[config.mk]
export PLATFORM = sky130hd
export DESIGN_NAME = fifo_to_axi4s
export DESIGN_NICKNAME = d
export VERILOG_FILES = /design/src/rtl/cmlk_axis_pkg.sv /design/src/rtl/axis_frame_pos.sv /design/src/rtl/fifo_to_axi4s.sv
export SDC_FILE = /design/constraint.sdc
export NUM_CORES = 1
export LEC_CHECK = 0
export CAP_MARGIN = 20
export CORE_UTILIZATION = 25
export DETAILED_ROUTE_END_ITERATION = 7
export PLACE_DENSITY = 0.48
export SETUP_SLACK_MARGIN = 0.2
export SLEW_MARGIN = 0
export SYNTH_ARGS = -nofsm -noshare
export SYNTH_HDL_FRONTEND = slang
export SYNTH_SLANG_ARGS = --single-unit
[constraint.sdc]
create_clock -name clk -period 3.1 [get_ports clk]
set_clock_uncertainty 0.15 [all_clocks]
set_input_delay 0.31 -clock clk [delete_from_list [all_inputs] [get_ports clk]]
set_output_delay 0.31 -clock clk [all_outputs]
set_load 0.01 [all_outputs]
[src/rtl/cmlk_axis_pkg.sv]
// Shared definitions for the Camera Link pixel FIFO -> AXI4-Stream drain.
// Contents: default geometry/width parameters, drain FSM state enum,
// frame counter width, and a counter-width helper (minimum 1 bit).
package cmlk_axis_pkg;

    localparam int unsigned DEF_DATA_W      = 32;
    localparam int unsigned DEF_LINE_WORDS  = 1024;
    localparam int unsigned DEF_FRAME_LINES = 768;
    localparam int unsigned FRAME_CNT_W     = 16;

    typedef enum logic [1:0] {
        IDLE  = 2'd0,
        RUN   = 2'd1,
        DRAIN = 2'd2
    } state_e;

    // Counter width for a modulus n; a modulus of 1 still needs one bit.
    function automatic int unsigned cnt_w(input int unsigned n);
        return (n > 1) ? $clog2(n) : 1;
    endfunction

endpackage

[src/rtl/axis_frame_pos.sv]
// Column/line position tracker for a raster of LINE_WORDS x FRAME_LINES words.
// Ports:
//   clk, rst  - clock, synchronous active-high reset
//   step      - advance one word position
//   sol, eol  - current word is first / last of its line
//   sof, eof  - current word is first / last of the frame
// Flags describe the position the next stepped word will occupy and are
// registered alongside the counters.
module axis_frame_pos
    import cmlk_axis_pkg::*;
#(
    parameter int unsigned LINE_WORDS  = DEF_LINE_WORDS,
    parameter int unsigned FRAME_LINES = DEF_FRAME_LINES
) (
    input  logic clk,
    input  logic rst,
    input  logic step,
    output logic sol,
    output logic eol,
    output logic sof,
    output logic eof
);

    localparam int unsigned COL_W  = cnt_w(LINE_WORDS);
    localparam int unsigned LINE_W = cnt_w(FRAME_LINES);
    localparam logic [COL_W-1:0]  COL_LAST  = COL_W'(LINE_WORDS - 1);
    localparam logic [LINE_W-1:0] LINE_LAST = LINE_W'(FRAME_LINES - 1);

    logic [COL_W-1:0]  col_q,  col_d;
    logic [LINE_W-1:0] line_q, line_d;
    logic sol_q, sol_d, eol_q, eol_d, sof_q, sof_d, eof_q, eof_d;

    // Next position and its decoded flags.
    always_comb begin
        col_d  = col_q;
        line_d = line_q;
        if (step) begin
            if (col_q == COL_LAST) begin
                col_d  = '0;
                line_d = (line_q == LINE_LAST) ? '0 : line_q + LINE_W'(1);
            end else begin
                col_d = col_q + COL_W'(1);
            end
        end
        sol_d = (col_d == '0);
        eol_d = (col_d == COL_LAST);
        sof_d = sol_d && (line_d == '0);
        eof_d = eol_d && (line_d == LINE_LAST);
    end

    always_ff @(posedge clk) begin
        if (rst) begin
            col_q  <= '0;
            line_q <= '0;
            sol_q  <= 1'b1;
            eol_q  <= (COL_LAST == '0);
            sof_q  <= 1'b1;
            eof_q  <= (COL_LAST == '0) && (LINE_LAST == '0);
        end else begin
            col_q  <= col_d;
            line_q <= line_d;
            sol_q  <= sol_d;
            eol_q  <= eol_d;
            sof_q  <= sof_d;
            eof_q  <= eof_d;
        end
    end

    assign sol = sol_q;
    assign eol = eol_q;
    assign sof = sof_q;
    assign eof = eof_q;

endmodule

[src/rtl/fifo_to_axi4s.sv]
// Drains a FWFT pixel FIFO into an AXI4-Stream master with video framing
// (tuser = start of frame, tlast = end of line).
// Ports:
//   clk, rst                 - read-domain clock, synchronous active-high reset
//   enable                   - run request, honoured only at frame boundaries
//   fifo_empty, fifo_dout    - FWFT status and head word
//   fifo_rd_en               - pop strobe (combinational on tready/fifo_empty)
//   m_axis_t*                - single-stage registered stream output
//   frame_done, frame_cnt    - completed-frame pulse and wrapping counter
//   busy                     - high while the drain FSM is not idle
module fifo_to_axi4s
    import cmlk_axis_pkg::*;
#(
    parameter int unsigned DATA_W      = DEF_DATA_W,
    parameter int unsigned LINE_WORDS  = DEF_LINE_WORDS,
    parameter int unsigned FRAME_LINES = DEF_FRAME_LINES
) (
    input  logic                   clk,
    input  logic                   rst,
    input  logic                   enable,
    input  logic                   fifo_empty,
    input  logic [DATA_W-1:0]      fifo_dout,
    output logic                   fifo_rd_en,
    output logic [DATA_W-1:0]      m_axis_tdata,
    output logic                   m_axis_tvalid,
    input  logic                   m_axis_tready,
    output logic                   m_axis_tlast,
    output logic                   m_axis_tuser,
    output logic                   frame_done,
    output logic [FRAME_CNT_W-1:0] frame_cnt,
    output logic                   busy
);

    state_e state_q, state_d;

    logic [DATA_W-1:0]      tdata_q, tdata_d;
    logic                   tvalid_q, tvalid_d;
    logic                   tlast_q, tlast_d;
    logic                   tuser_q, tuser_d;
    logic                   tag_q, tag_d;        // held beat is the frame end
    logic                   frame_done_q, frame_done_d;
    logic [FRAME_CNT_W-1:0] frame_cnt_q, frame_cnt_d;
    logic                   busy_q, busy_d;

    logic accept_c, pop_c;
    logic sol, eol, sof, eof;

    assign accept_c = !tvalid_q || m_axis_tready;
    assign pop_c    = (state_q == RUN) && !fifo_empty && accept_c;

    axis_frame_pos #(
        .LINE_WORDS  (LINE_WORDS),
        .FRAME_LINES (FRAME_LINES)
    ) u_pos (
        .clk  (clk),
        .rst  (rst),
        .step (pop_c),
        .sol  (sol),
        .eol  (eol),
        .sof  (sof),
        .eof  (eof)
    );

    // Start of frame is always also a start of line.
    assert property (@(posedge clk) disable iff (rst) sof |-> sol);

    // State register.
    always_ff @(posedge clk) begin
        if (rst) state_q <= IDLE;
        else     state_q <= state_d;
    end

    // Next state: enable is only looked at in IDLE and on the frame-end pop.
    always_comb begin
        state_d = state_q;
        case (state_q)
            IDLE:    if (enable) state_d = RUN;
            RUN:     if (pop_c && eof && !enable) state_d = DRAIN;
            DRAIN:   if (accept_c) state_d = IDLE;
            default: state_d = IDLE;
        endcase
    end

    // Output register next values and pop strobe.
    always_comb begin
        fifo_rd_en   = pop_c;
        tdata_d      = tdata_q;
        tvalid_d     = tvalid_q;
        tlast_d      = tlast_q;
        tuser_d      = tuser_q;
        tag_d        = tag_q;
        frame_done_d = 1'b0;
        frame_cnt_d  = frame_cnt_q;
        busy_d       = (state_d != IDLE);

        if (pop_c) begin
            tdata_d  = fifo_dout;
            tvalid_d = 1'b1;
            tlast_d  = eol;
            tuser_d  = sof;
            tag_d    = eof;
        end else if (m_axis_tready) begin
            tvalid_d = 1'b0;
            tag_d    = 1'b0;
        end

        if (tvalid_q && m_axis_tready && tag_q) begin
            frame_done_d = 1'b1;
            frame_cnt_d  = frame_cnt_q + FRAME_CNT_W'(1);
        end
    end

    always_ff @(posedge clk) begin
        if (rst) begin
            tdata_q      <= '0;
            tvalid_q     <= 1'b0;
            tlast_q      <= 1'b0;
            tuser_q      <= 1'b0;
            tag_q        <= 1'b0;
            frame_done_q <= 1'b0;
            frame_cnt_q  <= '0;
            busy_q       <= 1'b0;
        end else begin
            tdata_q      <= tdata_d;
            tvalid_q     <= tvalid_d;
            tlast_q      <= tlast_d;
            tuser_q      <= tuser_d;
            tag_q        <= tag_d;
            frame_done_q <= frame_done_d;
            frame_cnt_q  <= frame_cnt_d;
            busy_q       <= busy_d;
        end
    end

    assign m_axis_tdata  = tdata_q;
    assign m_axis_tvalid = tvalid_q;
    assign m_axis_tlast  = tlast_q;
    assign m_axis_tuser  = tuser_q;
    assign frame_done    = frame_done_q;
    assign frame_cnt     = frame_cnt_q;
    assign busy          = busy_q;

endmodule

Word-level counts from Yosys, hierarchy flattened
Index checks and enable logic that the tools add are counted.
{"block": "classes", "addsub": 3, "n_eq_ne": 6, "n_mux": 13, "reduce_logical": 17}
{"operator": "$mux 10", "n": 5}
{"operator": "$eq 10x10->1 const B", "n": 4}
{"operator": "$add 10x1->10 const B", "n": 2}
{"operator": "$logic_not 10->1", "n": 2}
{"operator": "$add 16x1->16 const B", "n": 1}
{"operator": "$logic_and 1x1->1", "n": 8}
{"operator": "$mux 2", "n": 3}
{"operator": "$pmux 2 s3", "n": 1}
{"operator": "$mux 1", "n": 4}
{"operator": "$reduce_bool 2->1", "n": 2}
{"operator": "$logic_not 1->1", "n": 3}
{"operator": "$eq 2x1->1 const B", "n": 1}
{"operator": "$eq 2x2->1 const B", "n": 1}
{"operator": "$logic_not 2->1", "n": 1}
{"operator": "$logic_or 1x1->1", "n": 1}
{"block": "word_totals", "reg_bits": 79, "out_inout_bits": 54}

Depth between registers and ports, before layout
Gate-level depths: netlist (run 1).
{"block": "logic_depth", "depth_word": 8, "mapped_depth": 8, "mapped_depth_nobuf": 7}

Cells and area by module
A second synthesis (run 1) with hierarchy kept.
{"block": "hier_totals", "hier_cells": 429, "area_unflattened_um2": 3457.1}
{"module": "fifo_to_axi4s", "instances": 1, "cells_per_inst": 254, "area_per_inst_um2": 2093.3, "seq_area_each_um2": 1121.1}
{"module": "axis_frame_pos", "instances": 1, "cells_per_inst": 175, "area_per_inst_um2": 1363.8, "seq_area_each_um2": 480.5}

Worst setup path after synthesis (run 1)
No wires, ideal clock.
{"block": "synth_timing", "path_type": "register -> register", "startpoint": "register state_q[1]", "endpoint": "register u_pos.sof_q, in the netlist u_pos.sof", "setup_time_ns": 0.096, "arrival_time_ns": 1.993, "setup_slack_ns": 0.862, "path_stages_with_launch": 8, "synth_period_minus_slack_ns": 2.238, "cell_sequence": "dfxtp_1 or3b_1 buf_6 or4_4 o21ai_1 o31a_1 nand3_1 o41ai_2"}
{"block": "synth_via", "elab_chain_cells": 6, "elab_cells_between_ends": 8, "classes_between": "eq/ne (1); mux (2); reduce/logical (5)"}
{"item": "start: declaration", "line": "fifo_to_axi4s.sv:34", "text": "state_e state_q, state_d;"}
{"item": "start signal: assignment", "line": "fifo_to_axi4s.sv:70", "text": "else state_q <= state_d;"}
{"item": "$eq 2x1->1 *", "line": "fifo_to_axi4s.sv:49", "text": "assign pop_c = (state_q == RUN) && !fifo_empty && accept_c;"}
{"item": "$logic_and 1x1->1 * (2 in series)", "line": "fifo_to_axi4s.sv:49"}
{"item": "$mux 10", "line": "axis_frame_pos.sv:37", "text": "if (step) begin"}
{"item": "$logic_not 10->1 (on tied branches)", "line": "axis_frame_pos.sv:45, axis_frame_pos.sv:47"}
{"item": "$logic_and 1x1->1 *", "line": "axis_frame_pos.sv:47", "text": "sof_d = sol_d && (line_d == '0);"}
{"item": "end signal: assignment", "line": "axis_frame_pos.sv:57", "text": "sof_q <= 1'b1;"}
{"item": "end signal: assignment", "line": "axis_frame_pos.sv:64", "text": "sof_q <= sof_d;"}
{"item": "end: declaration", "line": "axis_frame_pos.sv:31", "text": "logic sol_q, sol_d, eol_q, eol_d, sof_q, sof_d, eof_q, eof_d;"}
Every way passes the cells marked *; elsewhere a longest branch is shown, timed or not.
A chain may end at the register's enable or synchronous reset.

Worst setup path in the final report (run 1)
{"block": "layout_timing", "startpoint": "input port fifo_empty", "endpoint": "output port fifo_rd_en"}
{"block": "layout_via", "elab_chain_cells": 3}
{"item": "start: declaration", "line": "fifo_to_axi4s.sv:21", "text": "input logic fifo_empty,"}
{"item": "$logic_not 1->1", "line": "fifo_to_axi4s.sv:49"}
{"item": "$logic_and 1x1->1 (2 in series)", "line": "fifo_to_axi4s.sv:49"}
{"item": "end: declaration", "line": "fifo_to_axi4s.sv:23", "text": "output logic fifo_rd_en,"}
No other way between the ends.

==> run_results.csv, run 1 <==
group,metric,value,unit
sta,setup_ws,0.374,ns
floorplan,die_h,120,microns
routing,first_pass_iters,5,
synth,synth-simple-area-share,29.8,%
sta,post-route-min-period,2.73,ns
synth,synth_edf_count,0,
global_route,antenna_found_initial,0,
setup_path,end_kind,"output port",
cts,cts_tree,"done",
sta,hold_viol_final,0,
sta,slew_headroom,57.9,%
synth,ys_ff_latch,79,
placed_design,dp.cells,681,
routing,drt-wirelength-per-cell,14.1,microns
final_layout,final_core_util,36.5,%
routing,drcViolationCount,0,
cts,clkLatencyLatePin,0.33,ns
final_layout,antenna_cells,0,
global_route,grt_pass1_wl,15800,microns
worst_hold_path,hold_class,"in2reg",
synth,synth_compound_area_share,13.8,%
cts,cts_buffers,9,
synth,synth.distinct_cells,52,
floorplan,core_area,0.0133,sq mm
global_route,grt_usage,13.9,%
cts,cts_resized,0,
placed_design,pre_cts_slack,0.307,ns
setup_path,worstPathArrival,2.27,ns
synth,seq_area_frac_synth,45.8,%
floorplan,io_pins,91,
global_route,grt.overflow.total,0,
final_layout,layout-drive-gt1-share,7.49,%
routing,routed_wirelength,9820,microns
synth,synth_flop_cell,"dfxtp_1",
global_route,grt_max_degree,38,
synth,yosys.area_share.adder,1.09,%
routing,drtIter0Drc,141,
setup_path,r2r_end,"u_pos.sof",
pwr,p_leak,0.00168,uW
synth,syn_inst,425,
final_layout,nFillCells,1440,
pwr,power.density,476,mW/mm^2
floorplan,initial_core_util,25.9,%
sta,fin_tns_setup,0,ns
sta,rsz0062_at_grt,"false",
setup_path,cp_max_fo,7,
floorplan,rows,42,
cts,cts_sinks,79,
worst_hold_path,min_from,"rst",
synth,syn_area_per_cell,8.13,sq um
synth,synth.area.mux_share,0.905,%
synth,synth-xor-area-share,5.32,%
synth,synth_nets,465,
routing,ant_nets,0,
setup_path,ff2ff_path_depth,7,
synth,synth.cell_area,0.00346,sq mm
routing,via_per_inst,4.70,
setup_path,path_class,"in2out",
run_status,status,"completed",
setup_path,cp-start-kind,"primary input",
setup_path,required,2.64,ns
global_route,grt_pass1_vias,3050,
synth,yosys_warnings,0,
sta,setup-violations-final,0,
worst_hold_path,holdPathEnd,"u_pos.col_q[3]",
setup_path,r2r_start,"u_pos.col_q[0]",
sta,period_share,87.9,%
pwr,ir_worst_vdd,0.272,mV
synth,async_flop_share,0,%
job,maxCapViolCount,0,
sta,drv_slew,0,
floorplan,die_area,0.0143,sq mm
placed_design,dp_hpwl,7090,microns
synth,synth_top_family_by_area,"simple AND/OR/NAND/NOR gates",
final_layout,num-nets-final,556,
cts,hold_buffers,0,
placed_design,place_congestion,0.802,
sta,fin_hold_ws,0.245,ns
cts,post_cts_buffers,0,
cts,cts_buffer_depth,2,
floorplan,dieWidth,120,microns
cts,cts_root_buf,"clkbuf_16",
placed_design,numPortBuffers,90,
cts,path_clk_slew,0.06,ns
final_layout,post_layout_nonfiller_instances,697,
sta,worst_pin_slew,0.627,ns
worst_hold_path,min_delay_path_depth,2,
cts,htreeDepth,3,
setup_path,rrSetupSlack,0.54,ns
sta,clock.fmax,367,MHz
final_layout,syn2layout_area_growth,41.0,%
routing,vias,3275,
[where the power goes]
| part | total [uW] | switching [uW] | internal (uW) |
|---|---|---|---|
| Combinational | 183 | 84.2 | 98.8 |
| Sequential | 1050 | 14.1 | 1040 |
| Clock | 1080 | 434 | 648 |
| Total | 2320 | 533 | 1790 |
[layer usage]
layer,vias up,share of wire (%),track usage (%)
li1,1660,-,-
met1,1545,50,18.9
met2,61,45,21.5
met3,9,4.4,3.61
met4,0,1.2,4.30
met5,-,0,0
[state kept, by name (all words and copies together) (netlist names), 2 cells and up]
name / flops
state_q: 2
u_pos.line_q: 10
frame_cnt: 16
m_axis_tdata: 32
u_pos.col_q: 10
[synth_stat cells (5+ instances only)]
| library cell | instances | share of area [%] |
|---|---|---|
| and2_1 | 6 | 1.1 |
| nor3_1 | 9 | 1.3 |
| nand3_1 | 15 | 2.2 |
| inv_1 | 5 | 0.54 |
| o21ai_0 | 9 | 1.3 |
| nand2b_1 | 5 | 0.91 |
| nor2_1 | 31 | 3.4 |
| clkbuf_1 | 14 | 1.5 |
| or3_1 | 7 | 1.3 |
| nand4_1 | 9 | 1.6 |
| a21oi_1 | 52 | 7.5 |
| and3_1 | 5 | 0.91 |
| xnor2_1 | 8 | 2.0 |
| nand2_1 | 94 | 10 |
| dfxtp_1 | 79 | 46 |
| xor2_1 | 13 | 3.3 |
[how the worst max path moves through the flow]
stage / start / endpoint / slack, ns
finish: fifo_empty / fifo_rd_en / 0.37
global route: fifo_empty / fifo_rd_en / 0.23
CTS: fifo_empty / fifo_rd_en / 0.36
detailed placement: fifo_empty / busy / 0.31
global placement: fifo_empty / u_pos.sof / 0.36
floorplan: state_q[1] / u_pos.sof / 0.86
[worst max-delay path, stage by stage]
cell and delay, ns:
clkdlybuf4s50_1 0.44, nor3b_1 0.35, nand2_1 0.23, inv_1 0.22
buf_4 0.18, clkdlybuf4s50_1 0.53
[logic make-up after synthesis]
family                   Yosys count
flip-flops                        79
multiplexers                       3
AND/OR/NAND/NOR                  211
buffers and inverters             27
XOR/XNOR                          21
AO/OA/AOI/OAI                     81
adder cells (fa/ha/maj)            3
[cell type report]
| cell class | count | area [sq um] | area share (%) |
|---|---|---|---|
| clock buffer | 10 | 239 | 4.90 |
| clock inverter | 6 | 70.1 | 1.44 |
| inverter | 5 | 18.8 | 0.385 |
| multi-input combinational | 319 | 1760 | 36.1 |
| sequential | 79 | 1580 | 32.5 |
| tap | 176 | 220 | 4.52 |
| timing repair buffer | 102 | 986 | 20.2 |
[metrics by stage]
stage | instance area, sq um | power (uW)
2_1_floorplan | 3460 | 1150
3_3_place_gp | 4560 | 1260
3_5_place_dp | 4560 | 1260
4_1_cts | 4870 | 2360
5_1_grt | 4870 | 2410
6_report | 4870 | 2320
[placed cells by master (no fill, tap or decap), types with 5 or more instances in the layout]
master,Yosys,final
dfxtp_1,79,79
buf_4,1,12
nand4_1,9,9
xnor2_1,8,8
nor2_1,31,31
o21ai_0,9,9
clkbuf_16,0,9
nand2_1,94,94
and3_1,5,5
and2_1,6,6
inv_1,5,5
clkdlybuf4s50_1,0,89
nor3_1,9,9
nand3_1,15,15
a21oi_1,52,52
xor2_1,13,13
nand2b_1,5,5
or3_1,7,7
(Power assumes the default switching activity.)
==> run 2, diff against run 1 <==
Settings changed: PLACE_DENSITY 0.48 to 0.49.
Clock period 3.1 ns to 2.2 ns, I/O delays scaled along.
==> run 2 against run 1 <==
Against the previous run: utilization grew 4.9 points; global-route usage up 0.80 points; setup slack got worse by 0.36 ns; clock-buffer cell count is the same; via count is 7.5% higher; cell area grew 13%; final cell count rose by 8.9%; routed wire length up 6.5%; sequential share of layout area down 3.7 points; clock power increased by 52%; die area stayed put; critical path depth stayed put.
==> run_results.csv, run 2 (same netlist as run 1, synthesis figures left out) <==
group,metric,value,unit
run_status,status,"completed",
floorplan,die_h,120,microns
setup_path,cp-start-kind,"register",
global_route,antenna_found_initial,0,
sta,hold_viol_final,0,
routing,routed_wirelength,10500,microns
setup_path,path_cells,"or3b_4 > or4_4 > o211a_1 > nor4_2 > and4b_1 > and4_1",
cts,cts_buffers,9,
global_route,grt_max_degree,56,
global_route,grt_pass1_wl,16500,microns
sta,worst_pin_slew,0.467,ns
cts,htreeDepth,3,
setup_path,required,2.33,ns
final_layout,num-nets-final,618,
global_route,grt_pass1_vias,3383,
floorplan,dieWidth,120,microns
placed_design,dpl_cell_area,0.00498,sq mm
global_route,grt_usage,14.7,%
global_route,grt.overflow.total,0,
cts,path_clk_slew,0.06,ns
routing,ant_nets,0,
job,maxCapViolCount,0,
cts,hold_buffers,0,
routing,via_per_inst,4.64,
setup_path,worstPathArrival,2.32,ns
sta,setup-violations-final,0,
setup_path,slowest_stage,"or4_4",
floorplan,io_pins,91,
sta,slew_headroom,68.9,%
sta,drv_slew,0,
placed_design,numPortBuffers,90,
setup_path,path_class,"reg2reg",
pwr,power.density,617,mW/mm^2
final_layout,nFillCells,1362,
sta,post-route-min-period,2.19,ns
routing,first_pass_iters,4,
pwr,p_total,3410,uW
cts,cts_tree,"done",
cts,cts_buffer_depth,2,
placed_design,dp_hpwl,7230,microns
pwr,ir_worst_vdd,0.286,mV
floorplan,initial_core_util,25.9,%
final_layout,largest_register_ffs,32,
setup_path,cp_max_fo,6,
setup_path,rrSetupSlack,0.01,ns
routing,drcViolationCount,0,
pwr,p_leak,0.00203,uW
routing,drtIter0Drc,205,
floorplan,rows,42,
cts,cts_root_buf,"clkbuf_16",
final_layout,mostFrequentLayoutCells,"nand2_1, clkdlybuf4s50_1, dfxtp_1",
final_layout,final_core_util,41.4,%
routing,vias,3519,
setup_path,max_stage_delay,0.50,ns
final_layout,syn2layout_area_growth,59.9,%
sta,clock.fmax,457,MHz
routing,drt-wirelength-per-cell,13.8,microns
final_layout,layout-drive-gt1-share,21.8,%
final_layout,layout_commonest_cell,"nand2_1",
floorplan,core_area,0.0133,sq mm
sta,period_share,99.4,%
floorplan,die_area,0.0143,sq mm
setup_path,end_kind,"register",
worst_hold_path,hold_class,"in2reg",
cts,cts_sinks,79,
final_layout,stdcell_area,0.00553,sq mm
placed_design,place_congestion,0.849,
cts,clkLatencyLatePin,0.34,ns
sta,rsz0062_at_grt,"true",
## run 2: cell count changes in the layout (fill, tap and decap cells not counted), moves of 3 or more
cell,change
nor4_1,-3
buf_6,+4
dfxtp_2,+4
nor4_4,+3
buf_4,+57
dfxtp_1,-4
nand2_1,-3
## run 2: metrics by stage
step	worst slack, ns	setup TNS [ns]	hold WS (ns)	std cells
finish	0.0133	0	0.169	759
global route	-0.0669	-0.138	0.183	758
CTS	0.0254	0	0.155	754
detailed placement	-0.433	-3.25	0.296	733
global placement	-0.392	-5.93	0.291	733
floorplan	0.0372	0	0.140	425
## run 2: worst max-delay path, delay by kind of cell (launching register included)
| kind | cells | cell delay (ns) |
|---|---|---|
| AND/OR/NAND/NOR | 5 | 1.48 |
| AO/OA/AOI/OAI | 1 | 0.17 |
| flip-flops | 1 | 0.33 |
## run 2: where the power goes
group / internal [uW] / switching, uW
clock network: 1020 / 615
logic: 165 / 131
registers: 1460 / 16.9
total: 2650 / 762
## run 2: area by class of cell
cell class                      count  area (sq um)  share of cell area [%]
Inverter                            5          18.8                   0.340
Clock buffer                       10           239                    4.32
Timing Repair Buffer              164          1480                    26.7
Antenna cell                        1          2.50                  0.0453
Sequential cell                    79          1590                    28.7
Multi-Input combinational cell    319          1900                    34.4
Clock inverter                      5          81.3                    1.47
Tap cell                          176           220                    3.98
## run 2: timing repair
item	4_1_cts	5_1_grt
gates resized for setup	15	18
buffers inserted	6	4
pin swaps	8	4
setup endpoints to repair	11	18
## run 2: worst paths after layout
| kind | from | cells past startpoint | endpoint |
|---|---|---|---|
| setup / recovery | state_q[1] | 6 | u_pos.eof |
| hold / removal | rst | 2 | u_pos.col_q[3] |
| setup reg to reg | state_q[1] | 6 | u_pos.eof |
| hold reg to reg | m_axis_tdata[22] | 2 | m_axis_tdata[22] |
## run 2: metal layers
layer,part of all wire (%),routed length (microns),global-route usage [%],vias to the layer above
met5,0,0,0,-
met4,2.5,258,8.13,0
met3,5.0,525,3.28,16
met2,45,4750,22.2,97
met1,47,4920,19.4,1624
li1,-,-,-,1782
